[src/rtl/fifo_word_assembler.sv]
// fifo_word_assembler
// Pops WIDTH-bit entries from an upstream FIFO with a registered output and
// packs BYTES of them, first entry in the LSBs, into one output word. A
// finished word is held until the downstream side takes it.
module fifo_word_assembler #(
    parameter int WIDTH = 8,
    parameter int BYTES = 4
) (
    input  logic                   clk,
    input  logic                   rst,
    input  logic                   fifo_empty,
    output logic                   fifo_read,
    input  logic [WIDTH-1:0]       fifo_data,
    input  logic                   flush,
    output logic [BYTES*WIDTH-1:0] word,
    output logic                   word_valid,
    input  logic                   word_ready,
    output logic [3:0]             fill_level
);

    localparam logic [0:0] ST_FILL = 1'b0;
    localparam logic [0:0] ST_HOLD = 1'b1;

    localparam logic [3:0] BYTES_C = 4'(BYTES);
    localparam logic [3:0] LAST_C  = 4'(BYTES - 1);

    logic [0:0]             state;
    logic [3:0]             issued;
    logic [3:0]             captured;
    logic                   vld_p1;
    logic [BYTES*WIDTH-1:0] word_p1;
    logic                   capture;
    logic                   accept;

    // Pop while collecting, data available, not flushing, and the word still
    // needs entries; reset low blocks pops outright.
    assign fifo_read = rst && (state == ST_FILL) && !fifo_empty && !flush
                       && (issued < BYTES_C);

    // vld_p1 marks that fifo_data carries the entry popped on the last edge.
    assign capture = vld_p1 && !flush;
    assign accept  = (state == ST_HOLD) && word_ready;

    assign word       = word_p1;
    assign word_valid = (state == ST_HOLD);
    assign fill_level = captured;

    // Control: pop/capture counters, pop-in-flight flag and FILL/HOLD state.
    always_ff @(posedge clk) begin
        if (!rst) begin
            state    <= ST_FILL;
            issued   <= 4'd0;
            captured <= 4'd0;
            vld_p1   <= 1'b0;
        end else if (flush) begin
            // An in-flight pop is dropped along with the partial word.
            state    <= ST_FILL;
            issued   <= 4'd0;
            captured <= 4'd0;
            vld_p1   <= 1'b0;
        end else begin
            vld_p1 <= fifo_read;
            if (accept) begin
                // fifo_read is low in HOLD, so no pop is lost here.
                state    <= ST_FILL;
                issued   <= 4'd0;
                captured <= 4'd0;
            end else begin
                if (fifo_read) begin
                    issued <= issued + 4'd1;
                end
                if (capture) begin
                    captured <= captured + 4'd1;
                    if (captured == LAST_C) begin
                        state <= ST_HOLD;
                    end
                end
            end
        end
    end

    // Stage p0 -> p1: store the popped entry into its slot of the word.
    always_ff @(posedge clk) begin
        if (!rst) begin
            word_p1 <= '0;
        end else if (capture) begin
            for (int i = 0; i < BYTES; i++) begin
                if (captured == 4'(i)) begin
                    word_p1[i*WIDTH +: WIDTH] <= fifo_data;
                end
            end
        end
    end

endmodule

[config.mk]
export PLATFORM = sky130hd
export DESIGN_NAME = fifo_word_assembler
export DESIGN_NICKNAME = d
export VERILOG_FILES = /design/src/rtl/fifo_word_assembler.sv
export SDC_FILE = /design/constraint.sdc
export NUM_CORES = 1
export LEC_CHECK = 0
export BUFFER_PORTS_ARGS = -buffer_cell sky130_fd_sc_hd__buf_2
export CAP_MARGIN = 20
export CORE_ASPECT_RATIO = 1.4
export CORE_MARGIN = 1.5
export CORE_UTILIZATION = 50
export DETAILED_ROUTE_END_ITERATION = 8
export GPL_ROUTABILITY_DRIVEN = 0
export PLACE_DENSITY = 0.78
export SLEW_MARGIN = 20
export SYNTH_ARGS = -nofsm -noshare
export SYNTH_HDL_FRONTEND = slang
export SYNTH_SLANG_ARGS = --single-unit
export TNS_END_PERCENT = 20
[constraint.sdc]
create_clock -name clk -period 1.55 [get_ports clk]
set_input_delay 0.31 -clock clk [delete_from_list [all_inputs] [get_ports clk]]
set_output_delay 0.31 -clock clk [all_outputs]
set_load 0.03 [all_outputs]
==> qor.csv <==
metric,value,unit
r2r_slack,0.11,ns
syn_to_final_growth,26.7,%
r2r-start,fill_level[1],
antenna_found_initial,0,
wl_met1,1370,microns
first_pass_iters,4,
fmax,0.592,GHz
gr-total-overflow,0,
final_nets,235,
path_cells,or4_4 > nor2_4 > buf_6,
netlist_top_cells_area,"dfxtp_1 (50%), mux2i_1 (20%), nand2_1 (9.5%)",
clk_pin_slew,0.08,ns
worstMarginPinSlew,0.391,ns
die_w,51.8,microns
yosys.area.top_type,dfxtp_1,
cts_root_buffer,clkbuf_8,
diodes,0,
postCtsHoldBufs,0,
avgSynthCellArea,10.5,sq um
ant_nets,0,
avgRoutedWirePerCell,14.0,microns
fin_cells,257,
rows,24,
critPathSlowestCell,or4_4,
synth_seq_area_share,0.505,
dp_hpwl,2740,microns
dp_cells,246,
top_layer,met4,
syn_nets,177,
start_util,0.529,
clk_latency,0.29,ns
min_from,fifo_data[7],
cts_buffer_depth,2,
h-tree-depth,2,
die_area,3690,sq um
core_area,3150,sq um
r2r-end,word[30],
final_common_cell,buf_2,
ir_drop,872,uV
wl,3610,microns
finalHoldViolCount,0,
fin_ws,-0.140,ns
drive_gt1_frac,0.358,
violations,negative setup slack,
crit_type,reg2out,
cts_tree,done,
pin_count,51,
drv_slew,0,
hp-class,in2reg,
multiInputGateArea,785,sq um
initialDrtViolationCount,14,
max_cap_violations,0,
worst-path-buf-inv,1,
syn_area,1670,sq um
vias_per_cell,5.16,
r2r_cells,5,
finalSetupViolCount,1,
numCtsBuffers,5,
crit_required,1.24,ns
critPathLaunchType,flip-flop,
ys.warnings.count,0,
cp-end-kind,output port,
drc,0,
timing.final.crit_share,1.09,
cp_top_family,simple AND/OR/NAND/NOR gates,
die_y,71.3,microns
wl_met2,2000,microns
vias,1326,
min_to,word[15],
slew_headroom,0.739,
grt_setup_unrepaired,true,
nFillCells,265,
synth_cells,159,
hold_path_depth,3,
leakage,1.19,nW
grt_use_total,0.212,
max_stage_delay,0.53,ns
grt_pass1_wl,5880,microns
register_area,847,sq um
outcome,"finished, violations left",
ys_types,30,
port_buffers,50,
synth_flop_cell,dfxtp_1,
grt_max_degree,42,
finalCriticalPeriod,1.69,ns
layout_common_cells,"buf_2 (49), nand2_1 (42), dfxtp_1 (39), mux2i_1 (34), buf_4 (7)",
p_per_area,964,nW/um^2
synth_seq_cells,42,
finalClockSkew,0.00713,ns
yosysTopAreaCellShare,0.505,
crit_arrival,1.38,ns
async_flop_share,0,
met3_length,181,microns
crit_fanout,2,
fin_util,0.669,
cts_num_sinks,42,
first_global_vias,1303,
synth-edff-count,0,
finalSetupTns,-0.140,ns
==> worst register-to-register path, cell delays in order (launching register included) <==
cell	delay, ns
dfxtp_4	0.39
ha_2	0.20
nand3b_4	0.08
or3_1	0.31
buf_4	0.20
mux2i_1	0.14
==> metal layers <==
metal  global-route usage  up-vias
met4               0.0702        0
met2                0.400       38
met3               0.0542        7
met5                    0        -
li1                     -      650
met1                0.221      631
==> what timing repair did <==
action / in CTS / in global routing
setup endpoints to repair: 1 / 2
endpoints found under the hold margin: 0 / 0
setup buffers: 2 / 1
resized for setup: 4 / 2
gates cloned: 0 / 0
pin swaps: 2 / 1
==> Yosys cell counts, types with 2 or more instances <==
library cell / number
dfxtp_1: 42
nand2_2: 3
ha_1: 5
nand4_1: 2
clkbuf_1: 3
nor2_1: 4
inv_1: 3
nand2_1: 42
mux2i_1: 34
==> layout make-up <==
class | count | area share
clock inverter | 2 | 0.0178
clock buffer | 6 | 0.0344
sequential | 42 | 0.401
tap | 39 | 0.0231
inverter | 3 | 0.00533
timing repair buffer | 57 | 0.146
multi-input combinational | 108 | 0.372
==> how the worst max path moves through the flow <==
stage                     cells after the start  slack, ns         to  startpoint
after floorplan                               2      -0.04  fifo_read  word_valid
after global placement                        4       0.09  fifo_read  fifo_empty
after detailed placement                      3       0.05  fifo_read   issued[2]
after CTS                                     3      -0.16  fifo_read   issued[3]
after global routing                          3      -0.17  fifo_read   issued[3]
final                                         3      -0.14  fifo_read   issued[3]
==> power breakdown <==
group	leakage [nW]	switching [mW]	total, mW	internal, mW
registers	0.341	0.00513	1.09	1.08
clock network	0.0514	0.355	0.835	0.480
logic	0.798	0.0676	0.111	0.0434
total	1.19	0.428	2.04	1.61
==> registers in the layout, summed over array words and instances, names as in the netlist <==
name	cells
issued	4
vld_p1	1
fill_level	4
word_valid	1
word	32
==> logic make-up after synthesis <==
family	count (synthesis)	synth area share
flops	42	0.505
fa+ha+maj	5	0.0375
simple gates	63	0.196
buf+inv	9	0.0293
compound gates	4	0.0180
mux	34	0.204
xor+xnor	2	0.0105
==> stage by stage <==
stage | cell area [sq um] | power (mW) | hold WS [ns] | setup WS (ns)
after CTS | 2100 | 2.06 | 0.347 | -0.162
after global placement | 1960 | 1.22 | 0.442 | 0.0901
final | 2110 | 2.04 | 0.347 | -0.140
after detailed placement | 1960 | 1.22 | 0.452 | 0.0505
after global routing | 2110 | 2.10 | 0.356 | -0.173
after floorplan | 1670 | 1.18 | 0.446 | -0.0369
(Power assumes the default switching activity.)
